[src/rtl/obi_bridge_arb_pkg.sv]
// -----------------------------------------------------------------------------
// obi_bridge_arb_pkg
// Shared types and constants for the OBI bridge arbiter slice.
//   obi_req_t  : request-channel bundle as driven towards the bridge.
//   obi_rsp_t  : response-channel bundle as returned by the bridge.
//   IDLE/HOLD  : arbiter FSM state encodings.
//   arb_dbg_t  : observable arbiter status (FSM state, sticky error).
// -----------------------------------------------------------------------------
package obi_bridge_arb_pkg;

    localparam int unsigned ObiDataW = 32;
    localparam int unsigned ObiBeW   = ObiDataW / 8;

    typedef struct packed {
        logic                req;
        logic                we;
        logic [ObiBeW-1:0]   be;
        logic [ObiDataW-1:0] addr;
        logic [ObiDataW-1:0] wdata;
    } obi_req_t;

    typedef struct packed {
        logic                gnt;
        logic                rvalid;
        logic [ObiDataW-1:0] rdata;
    } obi_rsp_t;

    // Arbiter FSM states
    localparam logic [0:0] IDLE = 1'b0;  // free to pick a new winner
    localparam logic [0:0] HOLD = 1'b1;  // address phase locked to sel_q

    typedef struct packed {
        logic [0:0] state;
        logic       err;
    } arb_dbg_t;

endpackage

[src/rtl/obi_arb_id_fifo.sv]
// -----------------------------------------------------------------------------
// obi_arb_id_fifo
// Small FIFO holding the requester index of every granted-but-unanswered
// transaction, so in-order responses can be routed back.
//   clk_i, rst_ni : clock, asynchronous active-low reset
//   push_i/data_i : enqueue a requester index (ignored when full)
//   pop_i/data_o  : dequeue the head (ignored when empty); data_o is the head
//   full_o        : registered; reflects the occupancy at the start of the
//                   cycle, so a same-cycle pop never frees a slot early
//   empty_o       : no entries
// -----------------------------------------------------------------------------
module obi_arb_id_fifo #(
    parameter int unsigned Depth = 2,
    parameter int unsigned Width = 1
) (
    input  logic             clk_i,
    input  logic             rst_ni,
    input  logic             push_i,
    input  logic [Width-1:0] data_i,
    input  logic             pop_i,
    output logic [Width-1:0] data_o,
    output logic             full_o,
    output logic             empty_o
);

    localparam int unsigned PtrW = (Depth > 1) ? $clog2(Depth) : 1;
    localparam int unsigned CntW = $clog2(Depth + 1);

    logic [Width-1:0] mem_q [Depth];
    logic [PtrW-1:0]  wr_ptr_q, rd_ptr_q;
    logic [CntW-1:0]  count_q, count_d;
    logic             full_q;
    logic             do_push, do_pop;

    function automatic logic [PtrW-1:0] ptr_inc(input logic [PtrW-1:0] p);
        return (p == PtrW'(Depth - 1)) ? '0 : p + 1'b1;
    endfunction

    assign do_push = push_i && !full_q;
    assign do_pop  = pop_i && (count_q != '0);

    always_comb begin
        count_d = count_q;
        if (do_push && !do_pop) begin
            count_d = count_q + CntW'(1);
        end else if (do_pop && !do_push) begin
            count_d = count_q - CntW'(1);
        end
    end

    always_ff @(posedge clk_i or negedge rst_ni) begin
        if (!rst_ni) begin
            wr_ptr_q <= '0;
            rd_ptr_q <= '0;
            count_q  <= '0;
            full_q   <= 1'b0;
        end else begin
            if (do_push) wr_ptr_q <= ptr_inc(wr_ptr_q);
            if (do_pop)  rd_ptr_q <= ptr_inc(rd_ptr_q);
            count_q <= count_d;
            full_q  <= (count_d == CntW'(Depth));
        end
    end

    // Storage needs no reset: entries are only read while count_q says valid.
    always_ff @(posedge clk_i) begin
        if (do_push) mem_q[wr_ptr_q] <= data_i;
    end

    assign data_o  = mem_q[rd_ptr_q];
    assign full_o  = full_q;
    assign empty_o = (count_q == '0);

endmodule

[src/rtl/obi_bridge_arbiter.sv]
// -----------------------------------------------------------------------------
// obi_bridge_arbiter
// Shares one OBI slave bridge port between NumReq upstream masters.
// Arbitrates requests, holds the selection stable until the bridge grants, and
// routes in-order responses back through an ID FIFO.
//
// Ports:
//   clk_i, rst_ni                    : clock, asynchronous active-low reset
//   req_i/we_i/be_i/addr_i/wdata_i   : per-requester request (flattened, index
//                                      r occupies slice r of each vector)
//   gnt_o/rvalid_o/rdata_o           : per-requester response; rdata_o is the
//                                      bridge read data broadcast to all,
//                                      qualified by rvalid_o
//   bus_req_o/we/be/addr/wdata       : request towards the bridge
//   bus_gnt_i/rvalid_i/rdata_i       : response from the bridge
//
// Handshake: a request transfers in the cycle where bus_req_o && bus_gnt_i;
// while bus_req_o is high and unanswered, bus_we/be/addr/wdata stay fixed.
// gnt_o mirrors bus_gnt_i combinationally to the selected requester. A
// response transfers in any cycle with bus_rvalid_i (no back-pressure) and is
// delivered to the FIFO head in that same cycle.
//
// Build option: define OBI_ARB_FIXED_PRIO_EN for fixed priority (lowest index
// wins, no round-robin pointer). Default build is round-robin.
// -----------------------------------------------------------------------------
module obi_bridge_arbiter
    import obi_bridge_arb_pkg::*;
#(
    parameter int unsigned NumReq         = 2,
    parameter int unsigned MaxOutstanding = 2,
    parameter int unsigned IdxW           = $clog2(NumReq)
) (
    input  logic                         clk_i,
    input  logic                         rst_ni,
    input  logic [NumReq-1:0]            req_i,
    input  logic [NumReq-1:0]            we_i,
    input  logic [NumReq*ObiBeW-1:0]     be_i,
    input  logic [NumReq*ObiDataW-1:0]   addr_i,
    input  logic [NumReq*ObiDataW-1:0]   wdata_i,
    output logic [NumReq-1:0]            gnt_o,
    output logic [NumReq-1:0]            rvalid_o,
    output logic [NumReq*ObiDataW-1:0]   rdata_o,
    output logic                         bus_req_o,
    output logic                         bus_we_o,
    output logic [ObiBeW-1:0]            bus_be_o,
    output logic [ObiDataW-1:0]          bus_addr_o,
    output logic [ObiDataW-1:0]          bus_wdata_o,
    input  logic                         bus_gnt_i,
    input  logic                         bus_rvalid_i,
    input  logic [ObiDataW-1:0]          bus_rdata_i
);

    logic [0:0]      state_q, state_d;
    logic [IdxW-1:0] sel_q, sel_d;
    logic [IdxW-1:0] win_idx, cur_idx, head_idx;
    logic            win_found, bus_valid, grant;
    logic            fifo_full, fifo_empty, pop;
    logic            err_q;
    obi_req_t        bus_sel;
    obi_rsp_t        bus_rsp;
    arb_dbg_t        dbg;
    logic            unused_dbg;

`ifndef OBI_ARB_FIXED_PRIO_EN
    logic [IdxW-1:0] rr_q;
`endif

    // (base + off) mod NumReq, with both operands already below NumReq.
    function automatic logic [IdxW-1:0] wrap_add(input logic [IdxW-1:0] base,
                                                 input int unsigned     off);
        int unsigned sum;
        sum = 32'(base) + off;
        if (sum >= NumReq) sum = sum - NumReq;
        return IdxW'(sum);
    endfunction

    assign bus_rsp = '{gnt: bus_gnt_i, rvalid: bus_rvalid_i, rdata: bus_rdata_i};

    // Winner selection
    always_comb begin
        win_idx   = '0;
        win_found = 1'b0;
        for (int unsigned i = 0; i < NumReq; i++) begin
`ifdef OBI_ARB_FIXED_PRIO_EN
            if (!win_found && req_i[i]) begin
                win_idx   = IdxW'(i);
                win_found = 1'b1;
            end
`else
            // Scan starting at the rr pointer so the last winner goes last.
            if (!win_found && req_i[wrap_add(rr_q, i)]) begin
                win_idx   = wrap_add(rr_q, i);
                win_found = 1'b1;
            end
`endif
        end
    end

    // FSM
    always_comb begin
        state_d   = state_q;
        sel_d     = sel_q;
        cur_idx   = win_idx;
        bus_valid = 1'b0;
        grant     = 1'b0;
        case (state_q)
            IDLE: begin
                cur_idx   = win_idx;
                bus_valid = win_found && !fifo_full;
                if (bus_valid) begin
                    if (bus_rsp.gnt) begin
                        grant = 1'b1;
                    end else begin
                        sel_d   = win_idx;
                        state_d = HOLD;
                    end
                end
            end
            HOLD: begin
                cur_idx   = sel_q;
                bus_valid = req_i[sel_q];
                // A requester withdrawing mid-address-phase is abandoned.
                if (!req_i[sel_q]) begin
                    state_d = IDLE;
                end else if (bus_rsp.gnt) begin
                    grant   = 1'b1;
                    state_d = IDLE;
                end
            end
            default: state_d = IDLE;
        endcase
    end

    always_comb begin
        bus_sel.req   = bus_valid;
        bus_sel.we    = we_i[cur_idx];
        bus_sel.be    = be_i[{cur_idx, 2'b00} +: ObiBeW];
        bus_sel.addr  = addr_i[{cur_idx, 5'b00000} +: ObiDataW];
        bus_sel.wdata = wdata_i[{cur_idx, 5'b00000} +: ObiDataW];
    end

    always_ff @(posedge clk_i or negedge rst_ni) begin
        if (!rst_ni) begin
            state_q <= IDLE;
            sel_q   <= '0;
            err_q   <= 1'b0;
`ifndef OBI_ARB_FIXED_PRIO_EN
            rr_q    <= '0;
`endif
        end else begin
            state_q <= state_d;
            sel_q   <= sel_d;
            // Response with nothing outstanding: dropped, remembered.
            if (bus_rsp.rvalid && fifo_empty) err_q <= 1'b1;
`ifndef OBI_ARB_FIXED_PRIO_EN
            if (grant) rr_q <= wrap_add(cur_idx, 1);
`endif
        end
    end

    assign pop = bus_rsp.rvalid && !fifo_empty;

    obi_arb_id_fifo #(
        .Depth (MaxOutstanding),
        .Width (IdxW)
    ) u_id_fifo (
        .clk_i   (clk_i),
        .rst_ni  (rst_ni),
        .push_i  (grant),
        .data_i  (cur_idx),
        .pop_i   (pop),
        .data_o  (head_idx),
        .full_o  (fifo_full),
        .empty_o (fifo_empty)
    );

    // Outputs are forced quiet while reset is held, even though they are
    // combinational from live inputs.
    always_comb begin
        gnt_o    = '0;
        rvalid_o = '0;
        if (rst_ni && grant) gnt_o[cur_idx]     = 1'b1;
        if (rst_ni && pop)   rvalid_o[head_idx] = 1'b1;
    end

    assign rdata_o     = rst_ni ? {NumReq{bus_rsp.rdata}} : '0;
    assign bus_req_o   = rst_ni & bus_sel.req;
    assign bus_we_o    = rst_ni & bus_sel.we;
    assign bus_be_o    = rst_ni ? bus_sel.be    : '0;
    assign bus_addr_o  = rst_ni ? bus_sel.addr  : '0;
    assign bus_wdata_o = rst_ni ? bus_sel.wdata : '0;

    assign dbg        = '{state: state_q, err: err_q};
    assign unused_dbg = ^dbg;

endmodule
[config.mk]
export PLATFORM = sky130hd
export DESIGN_NAME = obi_bridge_arbiter
export DESIGN_NICKNAME = d
export VERILOG_FILES = /design/src/rtl/obi_bridge_arb_pkg.sv /design/src/rtl/obi_arb_id_fifo.sv /design/src/rtl/obi_bridge_arbiter.sv
export SDC_FILE = /design/constraint.sdc
export NUM_CORES = 1
export LEC_CHECK = 0
export BUFFER_PORTS_ARGS = -buffer_cell sky130_fd_sc_hd__buf_2
export CAP_MARGIN = 20
export CORE_AREA = 2 2 122 124
export DETAILED_ROUTE_END_ITERATION = 10
export DIE_AREA = 0 0 124 126
export SLEW_MARGIN = 5
export SYNTH_ARGS = -nofsm -noshare
export SYNTH_HDL_FRONTEND = slang
export SYNTH_HIERARCHICAL = 1
export SYNTH_SLANG_ARGS = --single-unit
[constraint.sdc]
create_clock -name clk_i -period 1.75 [get_ports clk_i]
set_clock_uncertainty 0.05 [all_clocks]
set_input_delay 0.175 -clock clk_i [delete_from_list [all_inputs] [get_ports clk_i]]
set_output_delay 0.175 -clock clk_i [all_outputs]
set_load 0.01 [all_outputs]
==> impl_metrics.json <==
{
  "critPathKind": "flip-flop to primary output",
  "die_w_um": 124,
  "powerDensity_mw_per_mm2": 909,
  "cts_root_buffer": "clkbuf_16",
  "syn_inst": 355,
  "irDropWorstVdd_v": 0.000294,
  "dpl.hpwl_um": 8290,
  "antenna_found_initial": 0,
  "synth_top_family_by_area": "simple AND/OR/NAND/NOR gates",
  "drive_above_1_share_pct": 78.6,
  "clockBufferDepth": 2,
  "drt-total-wl_um": 10300,
  "portBuffers": 313,
  "tightest_slew_ns": 0.284,
  "dr.pass1.iters": 4,
  "dpl_cell_area_mm2": 0.00416,
  "tritoncts": "done",
  "grt_pass1_wl_um": 14500,
  "drv_cap": 0,
  "gr-total-overflow": 0,
  "clock.fmax_ghz": 0.510,
  "synth-seq-cells": 10,
  "leakagePower_nw": 2.48,
  "nNetsFinal": 828,
  "path_delay_family": "buffers and inverters",
  "ys_types": 41,
  "clk-insertion-delay-late_ns": 0.24,
  "hold_viol_final": 0,
  "dp.cells": 815,
  "vias": 3350,
  "start_kind": "flip-flop",
  "min_period_ns": 1.96,
  "finish.utilization_pct": 32.2,
  "failed_checks": "setup timing",
  "grt_max_degree": 42,
  "final_antenna_net_count": 0,
  "setup_viol_count_final": 76,
  "htreeDepth": 1,
  "finalWorstSetupSlack_ns": -0.211,
  "period_share_pct": 112,
  "initialDrtViolationCount": 63,
  "synth-simple-area-share_pct": 40.2,
  "rr_startpoint": "sel_q$_DFFE_PN0P_",
  "hold_class": "primary input to flip-flop",
  "fin_area_mm2": 0.00460,
  "synth_xor_area_share_pct": 1.36,
  "final_cell_mix": "buf_2 (311), nand2_1 (71), nand2_2 (68), a21oi_2 (68), and2_1 (32)",
  "cp_cell_sequence": "nand2b_4, o21a_4, inv_12, buf_12, clkbuf_16, nand2_2, a21oi_2, buf_2",
  "cp_max_fo": 8,
  "fill_cells": 1565,
  "dieArea_mm2": 0.0156,
  "hp-start": "bus_gnt_i",
  "path_buf_inv": 4,
  "start_util_pct": 18.0,
  "synth-compound-area-share_pct": 25.9,
  "fp.dieH_um": 126,
  "synth_warnings": 6,
  "grt_pass1_vias": 3007,
  "syn_nets": 532,
  "avgSynthCellArea_um2": 7.24,
  "synthAdderAreaFrac_pct": 0.925,
  "ys_seq_area_share_pct": 10.1,
  "wl_per_cell_um": 12.4,
  "clk_pin_slew_ns": 0.04,
  "numClockSinks": 10,
  "synthMuxAreaShare_pct": 1.46,
  "num_io_pins": 314,
  "track_usage_pct": 11.6,
  "slowest_delay_ns": 0.40,
  "worst-endpoint-required_ns": 1.52,
  "setup_tns_ns": -10.47,
  "syn_to_final_growth_pct": 79.1,
  "rows": 44,
  "drc_errors": 0,
  "regArea_um2": 260,
  "maxSlewHeadroom_pct": 81.1,
  "cp-startpoint": "state_q$_DFF_PN0_",
  "worstPathArrival_ns": 1.74,
  "core_mm2": 0.0143,
  "drv_slew": 0,
  "cp-end-kind": "primary output",
  "rsz0062_at_grt": "true",
  "synthesis.area_mm2": 0.00257,
  "final_common_cell": "buf_2",
  "multi_input_area_mm2": 0.00189,
  "final_cells": 834,
  "crit_slowest_cell": "dfrtp_1",
  "globalplace.congestion": 0.778,
  "cts_buffers": 3,
  "status": "complete, but fails checks",
  "viasPerCell": 4.02,
  "diodes": 0
}
## metrics by stage
step	power, W	worst slack [ns]	hold slack [ns]
finish	0.00418	-0.211	0.148
global route	0.00451	-0.275	0.159
CTS	0.00403	-0.203	0.134
detailed placement	0.00322	-0.0937	-0.0476
global placement	0.00321	-0.0170	-0.0503
floorplan	0.00240	0.00340	-0.171
## registers in the layout, indices dropped and copies added (netlist names)
name	count
rr_q	1
state_q	1
u_id_fifo/full_o	1
u_id_fifo/wr_ptr_q	1
sel_q	1
u_id_fifo/mem_q	2
u_id_fifo/count_q	2
u_id_fifo/rd_ptr_q	1
## routing by layer
metal | routed length, um | share of wire [%] | global-route usage [%]
met1 | 3980 | 39 | 13.5
met2 | 5560 | 54 | 22.5
met3 | 698 | 6.8 | 0.906
met4 | 89 | 0.86 | 2.78
met5 | 0 | 0 | 0
## cell usage after synthesis (all sizes together)
cell type	count	area, um^2
o22ai	1	6.26
nand2	140	696
and3	1	6.26
xnor2	4	35.0
dfrtp	8	200
o21a	1	7.51
or4	1	7.51
buf	49	443
nor3	1	5.00
a211o	1	8.76
o311ai	1	8.76
nand4	1	6.26
ha	1	12.5
o21ai	1	5.00
and2	34	215
nand2b	3	26.3
nor2	7	26.3
and2b	1	7.51
edfxtp	2	60.1
inv	4	27.5
mux2	3	37.5
a211oi	1	12.5
nor2b	3	18.8
a21bo	1	10.0
maj3	1	11.3
nor3b	1	12.5
clkinv	1	3.75
clkbuf	11	42.5
a21oi	70	606
nand3	1	5.00
## area by class of cell
cell class / instances / area share [%]
Tap cell: 184 / 5.00
Clock inverter: 1 / 0.0815
Sequential cell: 10 / 5.65
Inverter: 5 / 0.734
Clock buffer: 3 / 1.63
Timing Repair Buffer: 351 / 45.9
Multi-Input combinational cell: 280 / 41.0
## path summary, 6_finish.rpt
check | to | slack, ns | cells after the start
worst max-delay path | bus_addr_o[16] | -0.21 | 8
worst min-delay path | state_q$_DFF_PN0_ | 0.15 | 2
worst max register to register | u_id_fifo/mem_q[1]$_DFFE_PP_ | -0.20 | 7
worst min register to register | u_id_fifo/rd_ptr_q$_DFFE_PN0P_ | 0.43 | 1
max in group asynchronous | u_id_fifo/full_o$_DFF_PN0_ | 1.01 | 3
min in group asynchronous | u_id_fifo/wr_ptr_q$_DFFE_PN0N_ | 0.34 | 2
## where the power goes
part	leakage [nW]	total (W)	internal [W]	switching [W]
Combinational	2.33	0.00336	0.00169	0.00166
Sequential	0.115	0.000416	0.000341	0.0000747
Clock	0.0385	0.000412	0.000300	0.000112
Total	2.48	0.00418	0.00234	0.00185
## cells by family after synthesis
family,after synthesis
fa+ha+maj,2
xor+xnor,4
compound gates,77
buf+inv,65
flops,10
simple gates,194
mux,3
## what timing repair did
action	in CTS	in global routing
pin swaps	12	31
endpoints found under the setup margin	76	78
resized for setup	18	15
buffers inserted	7	5
endpoints found under the hold margin	8	0
gates cloned	2	3
hold buffers	1	0
Note: power is estimated with default switching activity, not from simulation.
